## config.mk

```make
export PLATFORM = sky130hd
export DESIGN_NAME = dot_product_pipe
export DESIGN_NICKNAME = d
export VERILOG_FILES = /design/src/rtl/dot_product_pkg.sv /design/src/rtl/add_tree_level.sv /design/src/rtl/dot_product_pipe.sv
export SDC_FILE = /design/constraint.sdc
export NUM_CORES = 1
export LEC_CHECK = 0
export BUFFER_PORTS_ARGS = -buffer_cell sky130_fd_sc_hd__buf_2
export CORE_MARGIN = 2
export CORE_UTILIZATION = 27
export DETAILED_ROUTE_END_ITERATION = 12
export PLACE_DENSITY = 0.44
export REMOVE_ABC_BUFFERS = 1
export SYNTH_ARGS = -nofsm -noshare
export SYNTH_HDL_FRONTEND = slang
export SYNTH_SLANG_ARGS = --single-unit
```

## constraint.sdc

```tcl
create_clock -name clk -period 5.05 [get_ports clk]
set_clock_uncertainty 0.1 [all_clocks]
set_input_delay 1.515 -clock clk [delete_from_list [all_inputs] [get_ports clk]]
set_output_delay 1.515 -clock clk [all_outputs]
set_load 0.05 [all_outputs]
```

## src/rtl/dot_product_pkg.sv

```systemverilog
// Shared types and width helpers for the dot-product pipeline.
// The extend helper works on a fixed wide vector so any operand width can use it.
package dot_product_pkg;

  typedef enum logic {
    MODE_SINGLE = 1'b0,
    MODE_ACC    = 1'b1
  } mode_e;

  typedef struct packed {
    mode_e mode;
    logic  close;
    logic  trunc;
  } beat_tag_t;

  localparam int TAG_W = $bits(beat_tag_t);
  localparam int EXT_W = 128;

  function automatic int tree_depth(input int num_pairs);
    return $clog2(num_pairs);
  endfunction

  function automatic int out_w(input int data_w, input int num_pairs, input int max_beats);
    return 2 * data_w + $clog2(num_pairs) + $clog2(max_beats);
  endfunction

  function automatic int latency(input int num_pairs);
    return 2 + tree_depth(num_pairs);
  endfunction

  // Treat the low w bits of v as the value; fill the rest with zeros or the sign bit.
  function automatic logic [EXT_W-1:0] extend(input logic [EXT_W-1:0] v, input int w,
                                              input logic sgn);
    logic [EXT_W-1:0] mask;
    logic             msb;
    mask = {EXT_W{1'b1}} << w;
    msb  = |(v & ({{(EXT_W-1){1'b0}}, 1'b1} << (w - 1)));
    return (sgn && msb) ? (v | mask) : (v & ~mask);
  endfunction

endpackage

```

## src/rtl/add_tree_level.sv

```systemverilog
// One registered adder-tree level: sums adjacent operand pairs, growing one bit,
// and carries the beat's valid bit and tag alongside the data.
module add_tree_level
  import dot_product_pkg::*;
#(
  parameter int IN_N   = 2,
  parameter int IN_W   = 16,
  parameter int TAG_W  = 3,
  parameter int SIGNED = 0
) (
  input  logic                              clk,
  input  logic                              rst,
  input  logic                              advance,
  input  logic                              in_valid,
  input  logic [TAG_W-1:0]                  in_tag,
  input  logic [IN_N*IN_W-1:0]              in_data,
  output logic                              out_valid,
  output logic [TAG_W-1:0]                  out_tag,
  output logic [(IN_N/2)*(IN_W+1)-1:0]      out_data
);

  localparam int SUM_N = IN_N / 2;
  localparam int SUM_W = IN_W + 1;
  localparam logic SGN = (SIGNED != 0);

  logic [SUM_N*SUM_W-1:0] sum_next;

  genvar gi;
  generate
    for (gi = 0; gi < SUM_N; gi++) begin : g_pair
      logic [SUM_W-1:0] lo_ext;
      logic [SUM_W-1:0] hi_ext;
      assign lo_ext = SUM_W'(extend(EXT_W'(in_data[(2*gi)*IN_W +: IN_W]), IN_W, SGN));
      assign hi_ext = SUM_W'(extend(EXT_W'(in_data[(2*gi+1)*IN_W +: IN_W]), IN_W, SGN));
      assign sum_next[gi*SUM_W +: SUM_W] = lo_ext + hi_ext;
    end
  endgenerate

  always_ff @(posedge clk) begin
    if (!rst) begin
      out_valid <= 1'b0;
      out_tag   <= '0;
      out_data  <= '0;
    end else if (advance) begin
      out_valid <= in_valid;
      out_tag   <= in_tag;
      out_data  <= sum_next;
    end
  end

endmodule

```

## src/rtl/dot_product_pipe.sv

```systemverilog
// Pipelined sum-of-products: product register, registered adder tree, then an
// output/accumulate stage with burst accumulation and valid/ready handshakes.
module dot_product_pipe
  import dot_product_pkg::*;
#(
  parameter int DATA_W    = 8,
  parameter int NUM_PAIRS = 2,
  parameter int MAX_BEATS = 16,
  parameter int SIGNED    = 0,
  localparam int OUT_W    = out_w(DATA_W, NUM_PAIRS, MAX_BEATS)
) (
  input  logic                        clk,
  input  logic                        rst,
  input  logic                        en,
  input  logic                        acc_mode,
  input  logic                        in_valid,
  output logic                        in_ready,
  input  logic [NUM_PAIRS*DATA_W-1:0] in_a,
  input  logic [NUM_PAIRS*DATA_W-1:0] in_b,
  input  logic                        in_last,
  output logic                        out_valid,
  input  logic                        out_ready,
  output logic [OUT_W-1:0]            out_data,
  output logic                        out_trunc
);

  localparam int   PW    = 2 * DATA_W;
  localparam int   DEPTH = tree_depth(NUM_PAIRS);
  localparam int   SUM_W = PW + DEPTH;
  localparam int   CNT_W = (MAX_BEATS > 1) ? $clog2(MAX_BEATS) : 1;
  localparam logic SGN   = (SIGNED != 0);

  logic advance;
  logic accept;

  assign advance  = en && !(out_valid && !out_ready);
  assign in_ready = rst && advance;
  assign accept   = in_valid && in_ready;

  // Operands are widened to product width first so the low product bits are
  // correct for both signed and unsigned interpretation.
  logic [NUM_PAIRS*PW-1:0] prod_next;

  genvar gi;
  generate
    for (gi = 0; gi < NUM_PAIRS; gi++) begin : g_mul
      logic [PW-1:0] a_ext;
      logic [PW-1:0] b_ext;
      assign a_ext = PW'(extend(EXT_W'(in_a[gi*DATA_W +: DATA_W]), DATA_W, SGN));
      assign b_ext = PW'(extend(EXT_W'(in_b[gi*DATA_W +: DATA_W]), DATA_W, SGN));
      assign prod_next[gi*PW +: PW] = a_ext * b_ext;
    end
  endgenerate

  logic               burst_open_reg;
  mode_e              mode_reg;
  logic [CNT_W-1:0]   cnt_reg;
  mode_e              beat_mode;
  logic               at_max;
  beat_tag_t          beat_tag;

  // Burst bookkeeping happens at accept time so the tag travels with the beat.
  always_comb begin
    beat_mode      = burst_open_reg ? mode_reg : mode_e'(acc_mode);
    at_max         = (cnt_reg == CNT_W'(MAX_BEATS - 1));
    beat_tag.mode  = beat_mode;
    beat_tag.close = in_last || at_max;
    beat_tag.trunc = (MAX_BEATS > 1) && at_max && !in_last;
  end

  logic                    prod_valid_reg;
  logic [NUM_PAIRS*PW-1:0] prod_reg;
  beat_tag_t               prod_tag_reg;

  always_ff @(posedge clk) begin
    if (!rst) begin
      prod_valid_reg <= 1'b0;
      prod_reg       <= '0;
      prod_tag_reg   <= '0;
      burst_open_reg <= 1'b0;
      mode_reg       <= MODE_SINGLE;
      cnt_reg        <= '0;
    end else if (advance) begin
      prod_valid_reg <= accept;
      if (accept) begin
        prod_reg     <= prod_next;
        prod_tag_reg <= beat_tag;
        if (beat_mode == MODE_ACC) begin
          if (beat_tag.close) begin
            burst_open_reg <= 1'b0;
            cnt_reg        <= '0;
          end else begin
            burst_open_reg <= 1'b1;
            mode_reg       <= beat_mode;
            cnt_reg        <= cnt_reg + CNT_W'(1);
          end
        end
      end
    end
  end

  generate
    for (gi = 0; gi < DEPTH; gi++) begin : g_lvl
      localparam int N_IN = NUM_PAIRS >> gi;
      localparam int W_IN = PW + gi;
      logic                           valid;
      logic [TAG_W-1:0]               tag;
      logic [(N_IN/2)*(W_IN+1)-1:0]   data;
      if (gi == 0) begin : g_first
        add_tree_level #(
          .IN_N(N_IN), .IN_W(W_IN), .TAG_W(TAG_W), .SIGNED(SIGNED)
        ) u_level (
          .clk(clk), .rst(rst), .advance(advance),
          .in_valid(prod_valid_reg), .in_tag(prod_tag_reg), .in_data(prod_reg),
          .out_valid(valid), .out_tag(tag), .out_data(data)
        );
      end else begin : g_next
        add_tree_level #(
          .IN_N(N_IN), .IN_W(W_IN), .TAG_W(TAG_W), .SIGNED(SIGNED)
        ) u_level (
          .clk(clk), .rst(rst), .advance(advance),
          .in_valid(g_lvl[gi-1].valid), .in_tag(g_lvl[gi-1].tag),
          .in_data(g_lvl[gi-1].data),
          .out_valid(valid), .out_tag(tag), .out_data(data)
        );
      end
    end
  endgenerate

  logic             tree_valid;
  beat_tag_t        tree_tag;
  logic [SUM_W-1:0] tree_sum;
  logic [OUT_W-1:0] sum_ext;
  logic [OUT_W-1:0] acc_reg;

  assign tree_valid = g_lvl[DEPTH-1].valid;
  assign tree_tag   = beat_tag_t'(g_lvl[DEPTH-1].tag);
  assign tree_sum   = g_lvl[DEPTH-1].data;
  assign sum_ext    = OUT_W'(extend(EXT_W'(tree_sum), SUM_W, SGN));

  always_ff @(posedge clk) begin
    if (!rst) begin
      out_valid <= 1'b0;
      out_data  <= '0;
      out_trunc <= 1'b0;
      acc_reg   <= '0;
    end else if (advance) begin
      out_valid <= 1'b0;
      if (tree_valid) begin
        if (tree_tag.mode == MODE_SINGLE) begin
          out_valid <= 1'b1;
          out_data  <= sum_ext;
          out_trunc <= 1'b0;
        end else if (tree_tag.close) begin
          out_valid <= 1'b1;
          out_data  <= acc_reg + sum_ext;
          out_trunc <= tree_tag.trunc;
          acc_reg   <= '0;
        end else begin
          acc_reg <= acc_reg + sum_ext;
        end
      end
    end
  end

endmodule

```

* Word-level counts from Yosys, hierarchy flattened
Cells that the tools add are included.
Word-level totals: flip-flop bits (word level) 107, logic and storage cells 48
Cells by class: add/sub/neg operators 3, multiply operators 2, eq/ne operators 2, mux-type cells 11, bitwise gates (word level) 1, reductions and logical operators 14
Operators by type and width (number):
- 21-bit 2-to-1 mux | 3
- 8-bit by 8-bit multiplier with 16-bit output | 2
- 21-bit by 17-bit adder with 21-bit output | 1
- 16-bit by 16-bit adder with 17-bit output | 1
- 3-bit AND reduction | 3
- 1-bit 2-to-1 mux | 7
- 1-bit logical AND | 5
- 4-bit by 1-bit adder with 4-bit output, second input constant | 1
- 4-bit equality test, second input constant | 1
- 4-bit 2-to-1 mux | 1
- 4-bit AND reduction | 1
- 1-bit zero test | 3
- 2-bit inequality test, second input constant | 1
- 2-bit AND reduction | 1
- 1-bit logical OR | 1
- 1-bit inverter | 1

* Depth between registers and ports, before layout
Gate-level depths: netlist of the first run.
depth after elaboration 7, mapped depth 17

* Cells and area by module
A second synthesis of the first run with hierarchy kept.
Second synthesis, totals: cell total of the unflattened synthesis 1109, area total of the unflattened synthesis 9778.1 µm²
Modules (own cells, without submodules):
- dot_product_pipe | times used 1, cells each 938, area each 8254.2 µm², sequential area each 1721.7 µm²
- add_tree_level | times used 1, cells each 171, area each 1524.0 µm², sequential area each 420.4 µm²

* Least setup slack after synthesis of the first run
No wires, ideal clock.
path type input -> register, start input in_b[12], end register prod_reg[30], library setup time 0.131 ns, data arrival time 5.148 ns, data required time 4.819 ns, path slack -0.329 ns, stages on the path 14, buffers on the path 0, path through and2_1 -> fa_1 -> fa_1 -> inv_1 -> fa_1 -> fa_1 -> inv_1 -> ha_1 -> nor2b_1 -> o21a_1 -> o41ai_1 -> o21ai_0 -> xnor2_1 -> o21ai_0
Between the ends: cells in the longest elaborated chain, start to end 1
RTL lines:
- start: declaration | line dot_product_pipe.sv:19 | input logic [NUM_PAIRS*DATA_W-1:0] in_b,
- 8-bit by 8-bit multiplier with 16-bit output | line dot_product_pipe.sv:51 | assign prod_next[gi*PW +: PW] = a_ext * b_ext;
- end signal: assignment | line dot_product_pipe.sv:86 | prod_reg <= prod_next;
- end: declaration | line dot_product_pipe.sv:72 | logic [NUM_PAIRS*PW-1:0] prod_reg;
Every way passes these cells. A chain may end at the register's enable or synchronous reset.

* Worst setup path in the final report of the first run
start input in_a[11], end register prod_reg[28]
Between the ends: cells in the longest elaborated chain, start to end 1
RTL lines:
- start: declaration | line dot_product_pipe.sv:18 | input logic [NUM_PAIRS*DATA_W-1:0] in_a,
- 8-bit by 8-bit multiplier with 16-bit output | line dot_product_pipe.sv:51
Every way passes these cells.

==> impl_metrics.ini, run 1 <==
[run_status]
status = finished clean

[sta]
slew_violations = 0
setup_viol = 0
hold_violations = 0
hold_slack_ns = 0.345
min_period_over_period_pct = 97.5
max-slew-margin-rel_pct = 34.9
min_period_ns = 4.93
tightest_slew_ns = 0.971
tns_ns = 0
rsz0062_at_grt = true
max_freq_mhz = 203

[cells_and_area]
regArea_sq_mm = 0.00214
diodes = 0
stdcell_count = 1669
drive_gt1_share_pct = 22.2
fillers = 3671
largest_reg_flops = 32
final_nets = 1429
synthToLayoutAreaGrowth_pct = 24.3
fin_util_pct = 33.9
multi_input_area_sq_mm = 0.00708

[drt]
ant_nets = 0
drc = 0
first_pass_iters = 4
vias = 7696
vias_per_cell = 4.61
drt-total-wl_microns = 22800
drt-met1-wl_microns = 11100
wl_met3_microns = 510
highest_layer = met4
drt_iter0_drc = 331
wl_per_cell_microns = 13.7
route.met2.wl_microns = 10800

[min_path]
worst_hold_startpoint = prod_valid_reg
worstHoldPathType = reg2reg
min_to = g_lvl[0].g_first.u_level.out_valid
worstHoldPathCells = 2

[clock_network]
clkSlewWorstSetupHoldPaths_ns = 0.07
numCtsBuffers = 9
cts_tree = built
clockBufferDepth = 2
h-tree-depth = 3
ctsHoldBuffers = 0
clock_latency_ns = 0.36
cts.sink_count = 107
ctsRootBufferMaster = clkbuf_16

[power]
total_power_mw = 3.84
powerDensity_mw_per_mm2 = 329
vdd_ir_drop_max_mv = 0.178
p_leak_nw = 5.36

[synth]
synth_xor_area_share_pct = 4.48
synth_edf_count = 0
netlist_area_sq_mm = 0.00938
netlist_instances = 1079
synth.avg_cell_area_sq_um = 8.69
ys_warn_count = 0
ys_ff_latch = 107
synth_ff_type = dfxtp_1
synth.area.mux_share_pct = 1.61
synth_cell_types = 64
async_flop_share_pct = 0
yosys.area_share.simple_pct = 18.6
yosys.area_share.adder_pct = 29.9
synth_compound_area_share_pct = 16.7
yosysSeqAreaShare_pct = 22.8
synth_top_family_by_area = adder cells

[critical_path]
r2r_slack_ns = 2.25
reg2reg_to = out_data[16]
crit_start = in_a[11]
cp-start-kind = primary input
cp_max_fo = 5
ff2ff_path_depth = 10
required_ns = 5.20
worstPathArrival_ns = 5.07
cp-end-kind = register
critPathKind = in2reg
reg2reg_from = g_lvl[0].g_first.u_level.out_data[0]

[floorplan]
die-area_sq_mm = 0.0363
die_h_microns = 190
initial_core_util_pct = 27.3
die_w_microns = 190
core_sq_mm = 0.0344
boundaryPins = 63
rows = 68

[placed_design]
dp_cells = 1652
io_buffers = 62
hpwl_microns = 18100
gp_congestion = 0.783

[run]
drv_cap = 0

[global_routing]
gr-usage-all-layers_pct = 13.1
antenna_found_initial = 0
grt_first_pass_wirelength_microns = 38800
grt_pass1_vias = 7871
grt_max_degree = 54
overflow = 0
-- routing by layer --
metal | vias to the layer above | GRT usage (%)
met3 | 16 | 1.14
met1 | 3657 | 17.4
li1 | 3944 | -
met5 | - | 0
met4 | 0 | 3.73
met2 | 79 | 22.6
-- cell usage in the layout (no fill, tap or decap), types with 11 or more instances in the layout --
cell / Yosys / routed
a211oi_1: 15 / 15
a21o_1: 25 / 25
a21oi_1: 61 / 55
and2_1: 105 / 87
and2_4: 0 / 18
buf_2: 1 / 39
buf_4: 0 / 96
buf_6: 0 / 18
dfxtp_1: 107 / 107
fa_1: 74 / 65
ha_1: 106 / 94
ha_4: 0 / 12
inv_1: 113 / 98
inv_2: 1 / 16
mux2i_1: 14 / 14
nand2_1: 88 / 76
nand2_2: 0 / 11
nand3_1: 50 / 49
nor2_1: 45 / 44
nor3_1: 13 / 12
o21ai_0: 47 / 36
o21ai_1: 13 / 19
xnor2_1: 30 / 30
xor2_1: 18 / 18
-- cell usage after synthesis, drive strengths merged (5+ instances only) --
library cell	instances	area, sq um
dfxtp	107	2140
o31ai	8	60.1
xor2	18	158
xnor2	30	263
nor2b	7	43.8
and3	7	43.8
nor2	45	169
inv	114	428
o21ai	62	325
nor3	13	65.1
clkbuf	30	113
nand3	50	250
a21oi	61	305
mux2i	14	140
fa	74	1480
nand4	6	37.5
a22o	5	43.8
nand2	88	330
o21bai	8	60.1
ha	106	1330
and2	105	657
a22oi	7	52.6
o21a	8	60.1
a21o	25	188
a31oi	9	56.3
a211oi	16	133
nand2b	6	37.5
-- area by class of cell --
cell class,instances,share of cell area [%]
clock inverter,4,0.419
sequential,107,18.4
inverter,114,3.67
clock buffer,11,2.17
multi-input combinational,824,60.8
tap,455,4.88
timing repair buffer,154,9.72
-- critical path, stage by stage --
cell      delay [ns]
buf_6           0.11
and2_4          0.15
fa_2            0.38
fa_1            0.50
inv_2           0.04
fa_1            0.48
fa_1            0.51
inv_2           0.05
ha_4            0.21
nor2b_4         0.12
o21a_4          0.22
o41ai_4         0.41
o21bai_1        0.12
xnor2_1         0.18
o21ai_1         0.07
-- report_power, final --
group	total [mW]	internal (mW)	switching, mW
logic	2.11	1.05	1.06
clock network	0.738	0.410	0.329
registers	0.990	0.926	0.0632
total	3.84	2.39	1.45
-- per-stage QoR --
stage	area [sq um]	setup WS, ns
after floorplan	9250	-0.375
after global placement	10800	-0.507
after detailed placement	10800	-0.547
after CTS	11300	-0.0389
after global routing	11700	-0.0137
final	11700	0.124
-- repair_timing --
| action | in CTS | in global routing |
|---|---|---|
| endpoints found under the hold margin | 0 | 0 |
| pin swaps | 32 | 83 |
| setup buffers | 0 | 6 |
| setup endpoints to repair | 12 | 13 |
| gates resized for setup | 41 | 115 |
-- logic make-up (layout without fill, tap and decap cells) --
| logic type | Yosys count | count (layout) |
|---|---|---|
| mux | 15 | 15 |
| fa+ha+maj | 180 | 180 |
| simple gates | 342 | 342 |
| flops | 107 | 107 |
| buf+inv | 148 | 283 |
| xor+xnor | 48 | 48 |
| compound gates | 239 | 239 |
-- how the worst max path moves through the flow --
stage	end	depth (start not counted)	slack [ns]
5_1_grt	prod_reg[31]	18	-0.01
3_3_place_gp	prod_reg[29]	16	-0.51
3_5_place_dp	prod_reg[13]	18	-0.55
6_report	prod_reg[28]	15	0.12
4_1_cts	prod_reg[13]	18	-0.04
2_1_floorplan	prod_reg[30]	14	-0.37
(Power assumes the default switching activity.)
==> inputs of run 2 (changes only) <==
--- a/config.mk
+++ b/config.mk
@@ -7,9 +7,9 @@
 export LEC_CHECK = 0
 export BUFFER_PORTS_ARGS = -buffer_cell sky130_fd_sc_hd__buf_2
 export CORE_MARGIN = 2
-export CORE_UTILIZATION = 27
+export CORE_UTILIZATION = 56
 export DETAILED_ROUTE_END_ITERATION = 12
-export PLACE_DENSITY = 0.44
+export PLACE_DENSITY = 0.79
 export REMOVE_ABC_BUFFERS = 1
 export SYNTH_ARGS = -nofsm -noshare
 export SYNTH_HDL_FRONTEND = slang
==> run 2 against run 1 <==
Sequential share of layout area increased by 0.72 points. Critical path depth up 2. Combinational power shrank 2%. Largest power group unchanged. Critical endpoint unchanged. Setup slack gained 0.010 ns. Highest routed layer unchanged.
==> impl_metrics.ini, run 2 (synthesized netlist as in run 1, its figures left out) <==
[cells_and_area]
mostFrequentLayoutCells = dfxtp_1 (107), inv_1 (101), buf_4 (98)
fin_area_sq_mm = 0.0112
synthToLayoutAreaGrowth_pct = 19.6
final_nets = 1426
final_common_cell = dfxtp_1
drive_gt1_share_pct = 20.9
largest_reg_flops = 32
diodes = 0

[critical_path]
worstPathArrival_ns = 5.06
required_ns = 5.19
critPathTopFamily = adder cells
critPathKind = in2reg
cp_slowest_cell = fa_1
cp_cell_sequence = buf_4 > buf_6 > and2_1 > fa_1 > ha_1 > inv_1 > fa_1 > fa_1 > inv_1 > ha_1 > nor2b_1 > o21a_1 > o41ai_2 > buf_4 > o21bai_1 > xnor2_1 > o21ai_1
worst-path-buf-inv = 5
cp-end-kind = register
cp_max_fo = 4
cp_common_cell = fa_1
cp-start-kind = primary input
crit_path_max_incr_delay_ns = 0.49

[drt]
drc = 0
first_pass_iters = 5
vias = 7978
ant_nets = 0
drt_iter0_drc = 400
wl_per_cell_microns = 14.8
drt-total-wl_microns = 21300
vias_per_cell = 5.57

[clock_network]
ctsRootBufferMaster = clkbuf_16
h-tree-depth = 3
cts_tree = built
clock_latency_ns = 0.35
cts.sink_count = 107
numCtsBuffers = 9
clkSlewWorstSetupHoldPaths_ns = 0.07
clockBufferDepth = 2
ctsHoldBuffers = 0

[sta]
min_period_over_period_pct = 97.3
tns_ns = 0
tightest_slew_ns = 0.951
setup_viol = 0
rsz0062_at_grt = true
max_freq_mhz = 203
worst_slack_ns = 0.134
max-slew-margin-rel_pct = 36.3
slew_violations = 0
hold_violations = 0
min_period_ns = 4.92

[placed_design]
dpl-instance-area_sq_mm = 0.0105
hpwl_microns = 16300
dpl_worst_slack_ns = -0.516
gp_congestion = 0.910
io_buffers = 62

[run]
drv_cap = 0

[global_routing]
grt_max_degree = 55
overflow = 0
antenna_found_initial = 0
grt_pass1_vias = 8093
gr-usage-all-layers_pct = 24.7
grt_first_pass_wirelength_microns = 36700

[floorplan]
initial_core_util_pct = 57.0
die-area_sq_mm = 0.0178
boundaryPins = 63
core_sq_mm = 0.0165
die_w_microns = 133
die_h_microns = 133
rows = 47

[power]
powerDensity_mw_per_mm2 = 338
total_power_mw = 3.80
p_leak_nw = 5.31
vdd_ir_drop_max_mv = 0.194

[run_status]
status = finished clean

[min_path]
worstHoldPathType = reg2reg
[run 2: cell types whose count changed in the layout (fill, tap and decap cells not counted), sizes merged]
| cell | previous run | this run |
|---|---|---|
| bufinv | 1 | 2 |
| clkbuf | 11 | 12 |
| buf | 154 | 149 |
| clkinv | 2 | 3 |
[run 2: final cells by class]
| class | instances | area [sq um] |
|---|---|---|
| Clock buffer | 10 | 229 |
| Clock inverter | 6 | 87.6 |
| Fill cell | 1305 | 5250 |
| Inverter | 114 | 428 |
| Multi-Input combinational cell | 824 | 7000 |
| Sequential cell | 107 | 2140 |
| Tap cell | 220 | 275 |
| Timing Repair Buffer | 151 | 1050 |
[run 2: worst reg2reg max path, delay by kind of cell, from the launching register on]
kind	cells	cell delay, ns
compound gates	6	1.19
simple gates	1	0.18
xor+xnor	1	0.22
flops	1	0.33
fa+ha+maj	2	0.66
[run 2: repair_timing]
item                                    CTS  global route
buffers inserted                          4             5
pin swaps                                46            83
endpoints found under the setup margin   12            13
resized for setup                        43            73
cloned                                    0             0
[run 2: report_power, final]
group / total (mW) / switching, mW / leakage, nW / internal [mW]
Sequential: 0.987 / 0.0602 / 0.868 / 0.926
Clock: 0.753 / 0.317 / 0.157 / 0.436
Combinational: 2.06 / 1.05 / 4.28 / 1.01
[run 2: path summary, 6_finish.rpt]
kind / startpoint / slack [ns] / end / cells after the start
setup / recovery: in_a[11] / 0.13 / prod_reg[28] / 17
hold / removal: mode_reg / 0.35 / mode_reg / 2
setup reg to reg: g_lvl[0].g_first.u_level.out_data[0] / 2.28 / out_data[16] / 10
hold reg to reg: mode_reg / 0.35 / mode_reg / 2
[run 2: layer usage]
metal	share of wire, %	track usage (%)	up-vias
met4	2.6	8.63	0
met3	3.5	2.44	38
met5	0	0	-
met2	51	45.0	170
met1	43	30.5	3839
li1	-	-	3931
[run 2: through the flow]
| step | hold slack, ns | util (%) | instances |
|---|---|---|---|
| floorplan | 0.322 | - | 1045 |
| global placement | 0.333 | 63.5 | 1408 |
| detailed placement | 0.347 | 63.5 | 1408 |
| CTS | 0.359 | 66.5 | 1428 |
| global route | 0.369 | 68.1 | 1432 |
| finish | 0.353 | 68.1 | 1432 |
==> inputs of run 3 (changes only) <==
--- a/config.mk
+++ b/config.mk
@@ -10,6 +10,7 @@
 export CORE_UTILIZATION = 56
 export DETAILED_ROUTE_END_ITERATION = 12
 export PLACE_DENSITY = 0.79
+export RECOVER_POWER = 50
 export REMOVE_ABC_BUFFERS = 1
 export SYNTH_ARGS = -nofsm -noshare
 export SYNTH_HDL_FRONTEND = slang
==> run 3 against run 2 <==
Routed wire length is 0.20% lower. Register-to-register slack worse by 0.17 ns. Combinational power hardly changed. The flow now finishes with violations (max-capacitance violations, max-slew violations). First-iteration DRC count is 1.0% lower. Fmax hardly changed. Critical path depth stayed put.
==> impl_metrics.ini, run 3 (synthesized netlist as in run 1, its figures left out) <==
[sta]
slew_violations = 55
max-slew-margin-rel_pct = -63.4
min_period_ns = 4.92
tightest_slew_ns = 2.45
min_period_over_period_pct = 97.4
hold_slack_ns = 0.353
setup_viol = 0
max_freq_mhz = 203
hold_violations = 0
rsz0062_at_grt = true

[floorplan]
core_sq_mm = 0.0165
die_h_microns = 133
die-area_sq_mm = 0.0178
boundaryPins = 63
die_w_microns = 133
initial_core_util_pct = 57.0
rows = 47

[global_routing]
overflow = 0
grt_first_pass_wirelength_microns = 36700
grt_max_degree = 55
antenna_found_initial = 0
grt_pass1_vias = 8093
gr-usage-all-layers_pct = 24.7

[drt]
drc = 0
vias = 8013
first_pass_iters = 5
wl_per_cell_microns = 14.8
drt_iter0_drc = 396
drt-total-wl_microns = 21200
ant_nets = 0
vias_per_cell = 5.60

[critical_path]
required_ns = 5.19
cp-start-kind = primary input
cp_max_fo = 4
cp-end-kind = register
critPathKind = in2reg
worstPathArrival_ns = 5.06

[cells_and_area]
final_nets = 1426
diodes = 0
synthToLayoutAreaGrowth_pct = 19.1
fin_util_pct = 67.8
largest_reg_flops = 32
final_common_cell = dfxtp_1
mostFrequentLayoutCells = dfxtp_1 (107), inv_1 (102), buf_4 (97)
drive_gt1_share_pct = 18.6

[run_status]
violations = max-capacitance violations, max-slew violations
status = complete, but fails checks

[clock_network]
clock_latency_ns = 0.35
ctsHoldBuffers = 0
clockBufferDepth = 2
cts_tree = built
numCtsBuffers = 9
clkSlewWorstSetupHoldPaths_ns = 0.07
h-tree-depth = 3
ctsRootBufferMaster = clkbuf_16
cts.sink_count = 107

[placed_design]
gp_congestion = 0.910
hpwl_microns = 16300
io_buffers = 62

[power]
vdd_ir_drop_max_mv = 0.194
switchingPower_mw = 1.42
clkPwrFrac_pct = 19.7
switching_share_pct = 37.4
power_frac_comb_pct = 54.2
pwr-share-seq_pct = 26.1
internal_power_mw = 2.37
p_leak_nw = 5.19
powerDensity_mw_per_mm2 = 339

[min_path]
worstHoldPathType = reg2reg

[run]
drv_cap = 1
-- run 3: changes by cell type in the layout (fill, tap and decap cells not counted), moves of 2 or more --
cell      delta
buf_2       -24
o21ai_1      -2
clkbuf_1    +25
o21ai_0      +2
-- run 3: layout make-up --
class,count,area (sq um)
inverter,114,428
fill,1322,5300
clock inverter,6,87.6
tap,220,275
sequential,107,2140
clock buffer,10,229
timing repair buffer,151,1020
multi-input combinational,824,6990
-- run 3: path summary, 6_finish.rpt --
kind	slack, ns	start	endpoint	depth (start not counted)
worst max-delay path	0.13	in_a[11]	prod_reg[28]	17
worst min-delay path	0.35	mode_reg	mode_reg	2
worst max register to register	2.11	prod_reg[1]	g_lvl[0].g_first.u_level.out_data[15]	9
worst min register to register	0.35	mode_reg	mode_reg	2
-- run 3: power groups by stage --
| stage | Clock, mW | Sequential [mW] | Combinational [mW] |
|---|---|---|---|
| 2_1_floorplan | 0 | 0.993 | 1.16 |
| 3_3_place_gp | 0 | 1.00 | 1.70 |
| 3_5_place_dp | 0 | 1.01 | 1.76 |
| 4_1_cts | 0.760 | 0.986 | 1.88 |
| 5_1_grt | 0.790 | 0.997 | 2.31 |
| 6_report | 0.747 | 0.988 | 2.05 |
-- run 3: metal layers --
layer	wire [microns]	vias to the layer above	GRT usage (%)	part of all wire, %
met5	0	-	0	0
met4	558	0	8.63	2.6
met3	751	39	2.44	3.5
met2	10800	178	45.0	51
met1	9070	3856	30.5	43
li1	-	3940	-	-
-- run 3: critical path, stage by stage --
cell      delay (ns)
buf_4           0.13
buf_6           0.12
and2_1          0.15
fa_1            0.48
ha_1            0.29
inv_1           0.05
fa_1            0.48
fa_1            0.49
inv_1           0.04
ha_1            0.28
nor2b_1         0.13
o21a_1          0.19
o41ai_2         0.20
buf_4           0.17
o21bai_1        0.08
xnor2_1         0.16
o21ai_1         0.08
-- run 3: repair_timing --
item,4_1_cts,5_1_grt
resized for setup,43,73
buffers inserted,4,5
setup endpoints to repair,12,13
pin swaps,46,83
-- run 3: metrics by stage --
stage               cells  total power [mW]  instance area, sq um  setup TNS, ns  worst slack (ns)
detailed placement   1408              2.76                 10500          -6.49            -0.516
floorplan            1045              2.16                  9250          -2.22            -0.375
global route         1432              4.10                 11200        -0.0703           -0.0295
CTS                  1428              3.63                 11000      -0.000880         -0.000880
finish               1432              3.79                 11200              0             0.131
global placement     1408              2.70                 10500          -5.31            -0.461
